`src/rtl/irq_control_unit.sv`:
```
// Multicycle MIPS-style control FSM with a single-level interrupt/NMI entry path.
// Vectors are registered on entry; ERET leaves the handler and reopens interrupt sampling.
module irq_control_unit #(
    parameter int          NUM_IRQ     = 4,
    parameter logic [31:0] VEC_BASE    = 32'h0000_0100,
    parameter logic [31:0] VEC_STRIDE  = 32'd16,
    parameter logic [5:0]  ERET_OPCODE = 6'b010000
) (
    input  logic               clk,
    input  logic               rst,
    input  logic [5:0]         opcode,
    input  logic [NUM_IRQ-1:0] irq,
    input  logic [NUM_IRQ-1:0] irq_mask,
    input  logic               nmint,
    input  logic               busy,
    output logic [1:0]         ALUOp,
    output logic [1:0]         ALUSrcB,
    output logic               MemtoReg,
    output logic               RegDst,
    output logic               IorD,
    output logic               ALUSrcA,
    output logic               IRWrite,
    output logic               MemWrite,
    output logic               PCWrite,
    output logic               Branch,
    output logic               RegWrite,
    output logic [2:0]         PCSrc,
    output logic               savePC,
    output logic [31:0]        vector_addr,
    output logic [NUM_IRQ-1:0] irq_ack,
    output logic               nmi_ack,
    output logic               in_service,
    output logic [3:0]         current_state
);

    localparam logic [5:0] OP_RTYPE = 6'b000000;
    localparam logic [5:0] OP_LW    = 6'b100011;
    localparam logic [5:0] OP_SW    = 6'b101011;
    localparam logic [5:0] OP_BEQ   = 6'b000100;
    localparam logic [5:0] OP_ADDI  = 6'b001000;
    localparam logic [5:0] OP_J     = 6'b000010;

    typedef enum logic [3:0] {
        S_FETCH    = 4'd0,
        S_DECODE   = 4'd1,
        S_MEMADR   = 4'd2,
        S_MEMREAD  = 4'd3,
        S_MEMWB    = 4'd4,
        S_MEMWRITE = 4'd5,
        S_EXECUTE  = 4'd6,
        S_ALUWB    = 4'd7,
        S_BRANCH   = 4'd8,
        S_ADDIEX   = 4'd9,
        S_ADDIWB   = 4'd10,
        S_JUMP     = 4'd11,
        S_IRQENTRY = 4'd12,
        S_ERET     = 4'd13
    } state_t;

    state_t             state;
    logic               taken_nmi;
    logic [NUM_IRQ-1:0] taken_irq;

    logic [NUM_IRQ-1:0] pending;
    logic [NUM_IRQ-1:0] irq_sel;
    logic [4:0]         irq_idx;
    logic [31:0]        irq_vec;
    logic               take_nmi;
    logic               take_irq;
    logic               take;

    assign pending = irq & ~irq_mask;

    // Lowest-index pending channel wins: scan from the top so the last hit is the lowest.
    always_comb begin
        irq_idx = '0;
        irq_sel = '0;
        for (int i = NUM_IRQ - 1; i >= 0; i--) begin
            if (pending[i]) begin
                irq_idx    = 5'(i);
                irq_sel    = '0;
                irq_sel[i] = 1'b1;
            end
        end
    end

    assign irq_vec  = VEC_BASE + (32'(irq_idx) + 32'd1) * VEC_STRIDE;
    assign take_nmi = nmint;
    assign take_irq = ~nmint & ~busy & (|pending);
    assign take     = (state == S_FETCH) & ~in_service & (take_nmi | take_irq);

    always_ff @(posedge clk) begin
        if (rst) begin
            state       <= S_FETCH;
            in_service  <= 1'b0;
            vector_addr <= '0;
            taken_nmi   <= 1'b0;
            taken_irq   <= '0;
        end else begin
            case (state)
                S_FETCH: begin
                    if (take) begin
                        state       <= S_IRQENTRY;
                        in_service  <= 1'b1;
                        taken_nmi   <= take_nmi;
                        taken_irq   <= take_nmi ? '0 : irq_sel;
                        vector_addr <= take_nmi ? VEC_BASE : irq_vec;
                    end else begin
                        state <= S_DECODE;
                    end
                end
                S_DECODE: begin
                    case (opcode)
                        OP_LW, OP_SW: state <= S_MEMADR;
                        OP_RTYPE:     state <= S_EXECUTE;
                        OP_BEQ:       state <= S_BRANCH;
                        OP_ADDI:      state <= S_ADDIEX;
                        OP_J:         state <= S_JUMP;
                        ERET_OPCODE:  state <= S_ERET;
                        default:      state <= S_FETCH;
                    endcase
                end
                S_MEMADR:  state <= (opcode == OP_SW) ? S_MEMWRITE : S_MEMREAD;
                S_MEMREAD: state <= S_MEMWB;
                S_EXECUTE: state <= S_ALUWB;
                S_ADDIEX:  state <= S_ADDIWB;
                S_ERET: begin
                    in_service <= 1'b0;
                    state      <= S_FETCH;
                end
                default:   state <= S_FETCH;
            endcase
        end
    end

    always_comb begin
        ALUOp    = 2'd0;
        ALUSrcB  = 2'd0;
        MemtoReg = 1'b0;
        RegDst   = 1'b0;
        IorD     = 1'b0;
        ALUSrcA  = 1'b0;
        IRWrite  = 1'b0;
        MemWrite = 1'b0;
        PCWrite  = 1'b0;
        Branch   = 1'b0;
        RegWrite = 1'b0;
        PCSrc    = 3'd0;
        savePC   = 1'b0;
        case (state)
            S_FETCH: begin
                // An interrupt steals the fetch slot: the PC and IR must stay untouched.
                IRWrite = ~take;
                PCWrite = ~take;
                ALUSrcB = 2'd1;
            end
            S_DECODE:   ALUSrcB = 2'd3;
            S_MEMADR: begin
                ALUSrcA = 1'b1;
                ALUSrcB = 2'd2;
            end
            S_MEMREAD:  IorD = 1'b1;
            S_MEMWB: begin
                MemtoReg = 1'b1;
                RegWrite = 1'b1;
            end
            S_MEMWRITE: begin
                IorD     = 1'b1;
                MemWrite = 1'b1;
            end
            S_EXECUTE: begin
                ALUSrcA = 1'b1;
                ALUOp   = 2'd2;
            end
            S_ALUWB: begin
                RegDst   = 1'b1;
                RegWrite = 1'b1;
            end
            S_BRANCH: begin
                ALUSrcA = 1'b1;
                ALUOp   = 2'd1;
                PCSrc   = 3'd1;
                Branch  = 1'b1;
            end
            S_ADDIEX: begin
                ALUSrcA = 1'b1;
                ALUSrcB = 2'd2;
            end
            S_ADDIWB:   RegWrite = 1'b1;
            S_JUMP: begin
                PCSrc   = 3'd2;
                PCWrite = 1'b1;
            end
            S_IRQENTRY: begin
                savePC  = 1'b1;
                PCSrc   = 3'd3;
                PCWrite = 1'b1;
            end
            S_ERET: begin
                PCSrc   = in_service ? 3'd4 : 3'd0;
                PCWrite = in_service;
            end
            default: ;
        endcase
    end

    assign irq_ack       = (state == S_IRQENTRY) ? taken_irq : '0;
    assign nmi_ack       = (state == S_IRQENTRY) & taken_nmi;
    assign current_state = state;

endmodule

```
`config.mk`:
```
export PLATFORM = sky130hd
export DESIGN_NAME = irq_control_unit
export DESIGN_NICKNAME = d
export VERILOG_FILES = /design/src/rtl/irq_control_unit.sv
export SDC_FILE = /design/constraint.sdc
export NUM_CORES = 1
export LEC_CHECK = 0
export CAP_MARGIN = 20
export CORE_ASPECT_RATIO = 1.1
export CORE_MARGIN = 2
export CORE_UTILIZATION = 37
export DETAILED_ROUTE_END_ITERATION = 8
export PLACE_DENSITY = 0.8
export SLEW_MARGIN = 30
export SYNTH_ARGS = -nofsm -noshare
export SYNTH_HDL_FRONTEND = slang
export SYNTH_SLANG_ARGS = --single-unit
```
`constraint.sdc`:
```
create_clock -name clk -period 2 [get_ports clk]
set_input_delay 0.4 -clock clk [delete_from_list [all_inputs] [get_ports clk]]
set_output_delay 0.4 -clock clk [all_outputs]
set_load 0.02 [all_outputs]
```
==> results_dict.tcl <==
set metrics [dict create \
    synthFlopType "dfxtp_1" \
    grt-ovfl-total 0 \
    finalWorstSetupSlack_ns -0.104 \
    synth_seq_area_share_pct 22.2 \
    vias 1373 \
    synth_common_cells "29 x buf_4, 14 x dfxtp_1, 13 x nand2b_1" \
    worstHoldPathType "reg2reg" \
    rr_worst_depth 7 \
    pin_count 77 \
    hold_depth 2 \
    synthesis.area_um2 1260 \
    start_util_pct 38.3 \
    synth_compound_area_share_pct 17.0 \
    grt_max_degree 20 \
    htreeDepth 1 \
    fin_area_um2 1930 \
    clk_latency_ns 0.28 \
    min_period_ns 2.10 \
    diodes 0 \
    drv_slew 0 \
    clkSinkCount 14 \
    critPathLaunch "current_state[0]" \
    gp_congestion 0.853 \
    timing.fmax_ghz 0.475 \
    yosys.area_share.simple_pct 33.4 \
    holdBufCountCts 0 \
    min_to "vector_addr[8]" \
    synthArstFlopShare_pct 0 \
    setup_tns_ns -0.198 \
    cts_buffer_depth 2 \
    worst-path-max-fanout 3 \
    fin_crit_sh_pct 105 \
    reg2reg_from "current_state[0]" \
    min_from "vector_addr[8]" \
    drtIter0Drc 70 \
    grt_antenna_before_repair 0 \
    path_clk_slew_ns 0.09 \
    synth_top_family_by_area "simple AND/OR/NAND/NOR gates" \
    cts_tree "yes" \
    start_kind "register" \
    synth_area_leaders "dfxtp_1 22%, buf_4 17%, nand2b_1 6.4%, nor2b_1 3.5%, nor3_1 3.2%" \
    dp.final_hpwl_um 2630 \
    synthXorXnorAreaFrac_pct 2.08 \
    reg2reg_slack_ns 0.08 \
    yosys.area.top_type "dfxtp_1" \
    synthDistinctLibCells 44 \
    synth_top_area_share_pct 22.2 \
    outcome "complete, but fails checks" \
    leakagePower_nw 0.884 \
    synth-edff-count 0 \
    path_class "reg2out" \
    die_h_um 65.3 \
    syn-mean-instance-area_um2 7.66 \
    grt.total_usage_pct 18.8 \
    synth_cells 165 \
    remaining_drc_errors 0 \
    violations "setup timing" \
    maxCapViolCount 0 \
    root_buffer "clkbuf_4" \
    yosysMostFrequentCell "buf_4" \
    timing.rr.end "vector_addr[8]" \
    antenna_left 0 \
    synth_warnings 0 \
    arrival_ns 1.70 \
    wl_per_cell_um 13.8 \
    drive_above_1_share_pct 31.4 \
    n_fill_cell 294 \
    pre_cts_slack_ns -0.431 \
    hold_violations 0 \
    synth.area.mux_share_pct 2.38 \
    skew_ns 0.00329 \
    synth_seq_cells 14 \
    rsz0062_at_grt "true" \
    setup.worst_path.end_class "output pin" \
    vias_per_cell 5.05 \
    powerDensity_nw_per_um2 1250 \
    cts_buffers 3 \
    port_buffers 48 \
    fp-row-count 22 \
    grt_pass1_wl_um 5700 \
    drt-total-wl_um 3760 \
    peakVddDrop_mv 0.860 \
    dieWidth_um 59.7 \
    finalNetCount 256 \
    setup_viol 2 \
    die_area_um2 3900 \
    cp.required_ns 1.60 \
    dr.pass1.iters 4 \
    syn_to_final_growth_pct 52.7 \
    dpl_cell_area_um2 1820 \
    synthAdderAreaFrac_pct 0.990 \
    core_area_um2 3300 \
    grt_pass1_vias 1269 \
]
[per-stage QoR]
step / util, % / power [mW] / hold slack [ns] / std cells
floorplan: - / 1.36 / 0.444 / 192
global placement: 55.2 / 1.98 / 0.442 / 265
detailed placement: 55.2 / 2.03 / 0.443 / 265
CTS: 55.6 / 2.26 / 0.466 / 270
global route: 58.4 / 2.55 / 0.495 / 272
finish: 58.4 / 2.41 / 0.467 / 272
[power by group]
part | switching [mW] | internal (mW)
combinational | 0.955 | 0.816
clock | 0.0994 | 0.111
sequential | 0.0660 | 0.361
[logic make-up after synthesis]
| logic type | after synthesis |
|---|---|
| compound gates | 31 |
| xor+xnor | 3 |
| fa+ha+maj | 1 |
| buf+inv | 42 |
| flops | 14 |
| mux | 3 |
| other cells | 1 |
| simple gates | 70 |
[routing by layer]
metal / vias up / track usage, % / wire (um) / share of wire [%]
met5: - / 0 / 0 / 0
met4: 0 / 6.39 / 49 / 1.3
met3: 6 / 3.35 / 182 / 4.8
met2: 56 / 34.1 / 2020 / 54
met1: 650 / 21.6 / 1510 / 40
li1: 661 / - / - / -
[final cells by class]
cell class / count / area (um2) / area share (%)
flip-flops and latches: 14 / 284 / 14.7
well taps: 36 / 45.0 / 2.33
clock buffers: 4 / 36.3 / 1.88
repair buffers: 74 / 628 / 32.6
multi-input cells: 137 / 907 / 47.0
inverters: 7 / 28.8 / 1.49
[registers in the layout (all words and copies together), names as in the netlist]
name           cells
taken_irq          4
vector_addr        4
in_service         1
taken_nmi          1
current_state      4
[how the worst max path moves through the flow]
stage	slack (ns)	to
2_1_floorplan	0.02	ALUOp[0]
3_3_place_gp	-0.41	PCWrite
3_5_place_dp	-0.43	PCWrite
4_1_cts	-0.11	PCWrite
5_1_grt	-0.15	PCWrite
6_report	-0.10	PCWrite
[critical path: stages (launching register included)]
cell,delay (ns)
dfxtp_1,0.32
or4_4,0.57
nor3b_4,0.22
a2bb2oi_2,0.10
nand2_1,0.09
buf_6,0.12
[cell usage in the layout, fill, tap and decap left out, types with 4 or more instances in the layout]
| cell type | count |
|---|---|
| clkdlybuf4s50_1 | 26 |
| inv_1 | 6 |
| buf_6 | 7 |
| a31oi_1 | 4 |
| and3_1 | 5 |
| nor3_1 | 7 |
| nor2_1 | 9 |
| o21ai_0 | 6 |
| conb_1 | 28 |
| nand3b_1 | 4 |
| dfxtp_1 | 11 |
| nand2_1 | 7 |
| buf_2 | 7 |
| buf_4 | 26 |
| clkbuf_2 | 4 |
| nand2b_1 | 11 |
| a21oi_1 | 5 |
[what timing repair did]
action                                  in CTS  in global routing
setup buffers                                1                  1
cloned                                       0                  1
pin swaps                                    1                  3
endpoints found under the setup margin      22                 19
resized for setup                           81                 36
Power figures use the tool's default switching activity.
==> patch 1 (same settings) <==
Reset style: asynchronous (`rst`), changed in one clocked block.
--- a/src/rtl/irq_control_unit.sv
+++ b/src/rtl/irq_control_unit.sv
@@ -89,7 +89,7 @@
     assign take_irq = ~nmint & ~busy & (|pending);
     assign take     = (state == S_FETCH) & ~in_service & (take_nmi | take_irq);
 
-    always_ff @(posedge clk) begin
+    always_ff @(posedge clk or posedge rst) begin
         if (rst) begin
             state       <= S_FETCH;
             in_service  <= 1'b0;
Formal check against the unedited RTL: differs if rst is asserted again (counterexample within 4 cycles, from zero or initial values and one cycle with rst high); with rst held inactive, the same outputs for 10 cycles.
==> patch 1 against the original RTL <==
The run still ends with setup timing left. Routed wire length shrank 22%. Setup slack lost 0.050 ns. Area after synthesis shrank 0.20%. Synthesized cell count shrank 6.7%. Combinational power shrank 36%. Global-route usage shrank 3.4 points. Sequential cell count is the same. Total power shrank 31%. Design area shrank 3.5%. Critical path type unchanged. Largest power group unchanged.
==> patch 1: results (changes against the original RTL) <==
DR WL/cell=11.4 um (-18%); Reg clk slew, reported paths=0.09 ns (about the same); initial antenna violation count=0 (unchanged); WL final=2950 um (-22%); FFs w/ async S/R, synth=1.00 (+1.00); worst vdd ir=0.442 mV (-49%); post-synthesis mux area share=0 (-0.0238); share of cells above drive strength 1=0.290 (-0.0234); worst r2r dst=vector_addr[6]$_DFFE_PP0P_; vias post-DR=1225 (-11%); htree depth=1 (unchanged); Routability Congestion=0.785 (-8.0%); final setup vio count=2 (unchanged); Synth Instances=154 (-6.7%); vias in the first global route=1100 (-13%); Synth Flop Type=dfrtp_1; cts bufs inserted=3 (unchanged); clock root buffer=clkbuf_4; first-pass GRT wire length=4730 um (-17%); Synth Area in XOR/XNOR=0.0208 (+0.0000413); Post-DP HPWL=2270 um (-14%); drt first-iter violations=22 (-69%); Adder-Cell Fraction of Synth Area=0.00992 (+0.0000196); status=finished with violations; Layout fillers=318 (+8.2%); worst r2r path cells=5 (-2); DP Worst Slack=-0.667 ns (-0.236 ns); iteration count of the initial detailed-routing pass=4 (unchanged); CP top delay family=simple AND/OR/NAND/NOR gates; critical path fanouts, max=3 (unchanged); crit-path max cell delay=0.56 ns; worst setup path start=current_state[3]$_DFF_PP0_; clock skew=0.00227 ns (-0.00102 ns); hold crit path type=input pin to async pin; final worst-path setup slack=-0.154 ns (-0.0497 ns); Placed Area=1820 um2 (about the same); placed cell count=253 (-4.5%); register area share after synthesis=0.278 (+0.0560); diode count=0 (unchanged); CP arrival=1.75 ns (+0.05 ns); worst-skew pair later-pin latency=0.28 ns (about the same); Post-synth top cells=29 x buf_4, 15 x nor2_1, 14 x dfrtp_1; Synth area leaders=dfrtp_1 28%, buf_4 17%, nand2b_1 5.0%; Setup TNS=-0.226 ns (-0.0275 ns); synth unique cells=41 (-6.8%); gr usage total=0.154 (-0.0344); Port-buffer cells=48 (unchanged); CTS Hold Buffers Added=0 (unchanged); Max clock buf depth=2 (unchanged); Final nets=244 (-4.7%); worst hold slack=0.457 ns (-0.00996 ns); violated checks=setup timing; post-synthesis compound-gate area fraction=0.187 (+0.0162); slowest stage cell, crit path=or4_4; Leakage=0.911 nW (+3.0%); CP endpoint=PCWrite; FF-to-FF setup slack=0.24 ns (+0.16 ns); Slew HR=0.654; largest net degree at the start of global routing=20 (unchanged)
patch 1: cell count changes after synthesis, sizes merged, moves of 5 or more:
cell and change:
nor2 +7, dfxtp -14, a22o +5, dfrtp +14
patch 1: power breakdown:
part           switching [W]  internal [W]
clock              0.0000926     0.0000774
combinational       0.000611      0.000530
sequential         0.0000240      0.000324
patch 1: layout make-up:
class,instances,area [um2],share of cell area
Multi-Input combinational cell,130,823,0.442
Sequential cell,14,352,0.189
Clock buffer,4,26.3,0.0141
Timing Repair Buffer,73,604,0.325
Inverter,3,11.3,0.00605
Tap cell,36,45.0,0.0242
patch 1: metal layers:
layer,global-route usage,wire length (um),vias to the layer above
li1,-,-,624
met1,0.186,1190,555
met2,0.279,1570,42
met3,0.0138,145,4
met4,0.0500,39,0
met5,0,0,-
patch 1: timing repair:
item | CTS | global route
endpoints found under the hold margin | 0 | 0
buffers inserted | 2 | 1
pin swaps | 3 | 1
endpoints found under the setup margin | 22 | 22
resized for setup | 75 | 25
==> patch 2 (config.mk and constraints unchanged) <==
Without the edit above. `NUM_IRQ`: 4 -> 3.
--- a/src/rtl/irq_control_unit.sv
+++ b/src/rtl/irq_control_unit.sv
@@ -1,7 +1,7 @@
 // Multicycle MIPS-style control FSM with a single-level interrupt/NMI entry path.
 // Vectors are registered on entry; ERET leaves the handler and reopens interrupt sampling.
 module irq_control_unit #(
-    parameter int          NUM_IRQ     = 4,
+    parameter int          NUM_IRQ     = 3,
     parameter logic [31:0] VEC_BASE    = 32'h0000_0100,
     parameter logic [31:0] VEC_STRIDE  = 32'd16,
     parameter logic [5:0]  ERET_OPCODE = 6'b010000
Ports: changed (resized irq, irq_ack and irq_mask); port bits go from 77 to 74. The function was not compared with the original's and may differ.
==> patch 2 against the original RTL <==
Area after synthesis decreased by 4.8%. Design area decreased by 2.7%. Total power decreased by 15%. Sequential share of layout area decreased by 0.46 points. Sequential cell count decreased by 1. Routed wire length decreased by 9.9%. Die area decreased by 4.5%. Setup slack improved by 0.16 ns. Largest cell class unchanged. Largest power group unchanged.
==> patch 2: results (changes against the original RTL) <==
synth unique cells=40 (-9.1%); critical path fanouts, max=2 (-1); drt first-iter violations=53 (-24%); worst hold slack=0.456 ns (-0.0113 ns); Seq group=0.000407 W (-4.7%); Synth Instances=162 (-1.8%); P_sw=0.000968 W (-14%); DP Worst Slack=-0.675 ns (-0.245 ns); iteration count of the initial detailed-routing pass=4 (unchanged); worst r2r dst=current_state[2]$_SDFF_PP0_; Port-buffer cells=45 (-6.3%); Power, Total=0.00205 W (-15%); Placed Area=1770 um2 (-3.0%); DR WL/cell=12.2 um (-12%); first-pass GRT wire length=5420 um (-4.8%); largest net degree at the start of global routing=13 (-35%); placed cell count=262 (-1.1%); worst r2r path cells=6 (-1); register area share after synthesis=0.216 (-0.00557); DR WL met2=1700 um (-16%); clock skew=0.00220 ns (-0.00109 ns); met1 usage=0.233 (+0.0172); gr usage total=0.180 (-0.00846); filler-free cell count of the finished design=278 (+2.2%); status=completed; Post-synth top cells=29 x buf_4, 13 x a21oi_1, 13 x dfxtp_1; CP arrival=1.55 ns (-0.15 ns); Via-to-Cell Ratio=4.96 (-1.8%); Yosys top cell area share=0.216 (-0.00557); vias in the first global route=1212 (-4.5%); share of cells above drive strength 1=0.270 (-0.0431); M1 wire length=1350 um (-11%); maximum clock frequency=514 MHz (+8.1%); M2 GR Usage=0.306 (-0.0349); FF-to-FF setup slack=0.26 ns (+0.18 ns); worst vdd ir=0.892 mV (+3.7%); Logic pwr share=0.721 (-0.015); Leakage=0.936 nW (+5.8%); global routing usage on met3=0.0202 (-0.0132)
==> patch 2: changes by cell type after synthesis, sizes merged, moves of 4 or more <==
cell    unedited run  this run
a21oi              6        13
nand3              3         8
nand3b             4         0
nor3               9         4
o21ai              8        13
==> patch 2: cells by family (layout without fill, tap and decap cells) <==
group           Yosys count  in the layout  synth area share
fa+ha+maj                 1              1            0.0104
mux                       1              1           0.00935
simple gates             61             61             0.302
buf+inv                  41             96             0.234
compound gates           42             42             0.210
flops                    13             13             0.216
xor+xnor                  2              2            0.0146
other cells               1             28           0.00312
==> patch 2: repair_timing <==
item / 4_1_cts / 5_1_grt
hold endpoints to repair: 0 / 0
pin swaps: 2 / 2
buffers inserted: 10 / 2
hold buffers: 0 / 0
gates resized for setup: 50 / 15
endpoints found under the setup margin: 22 / 11
==> patch 2: worst max-delay path by stage <==
stage | startpoint | end | cells past startpoint
5_1_grt | irq_mask[2] | IRWrite | 8
3_5_place_dp | irq_mask[0] | PCWrite | 7
4_1_cts | irq_mask[0] | PCWrite | 7
6_report | irq[1] | IRWrite | 8
3_3_place_gp | irq_mask[0] | PCWrite | 7
2_1_floorplan | current_state[2]$_SDFF_PP0_ | IorD | 4
==> patch 2: area by class of cell <==
| type | instances | area [um2] |
|---|---|---|
| timing repair buffer | 87 | 724 |
| sequential | 13 | 268 |
| multi-input combinational | 135 | 798 |
| tap | 34 | 42.5 |
| fill | 290 | 1200 |
| clock buffer | 4 | 26.3 |
| inverter | 5 | 18.8 |
==> patch 2: worst max-delay path: stages <==
cell and delay, ns:
dlygate4sd2_1 0.24, nand2b_4 0.06, and4b_1 0.21, o21ai_2 0.19, inv_1 0.07, buf_4 0.13, buf_4 0.12, buf_6 0.12
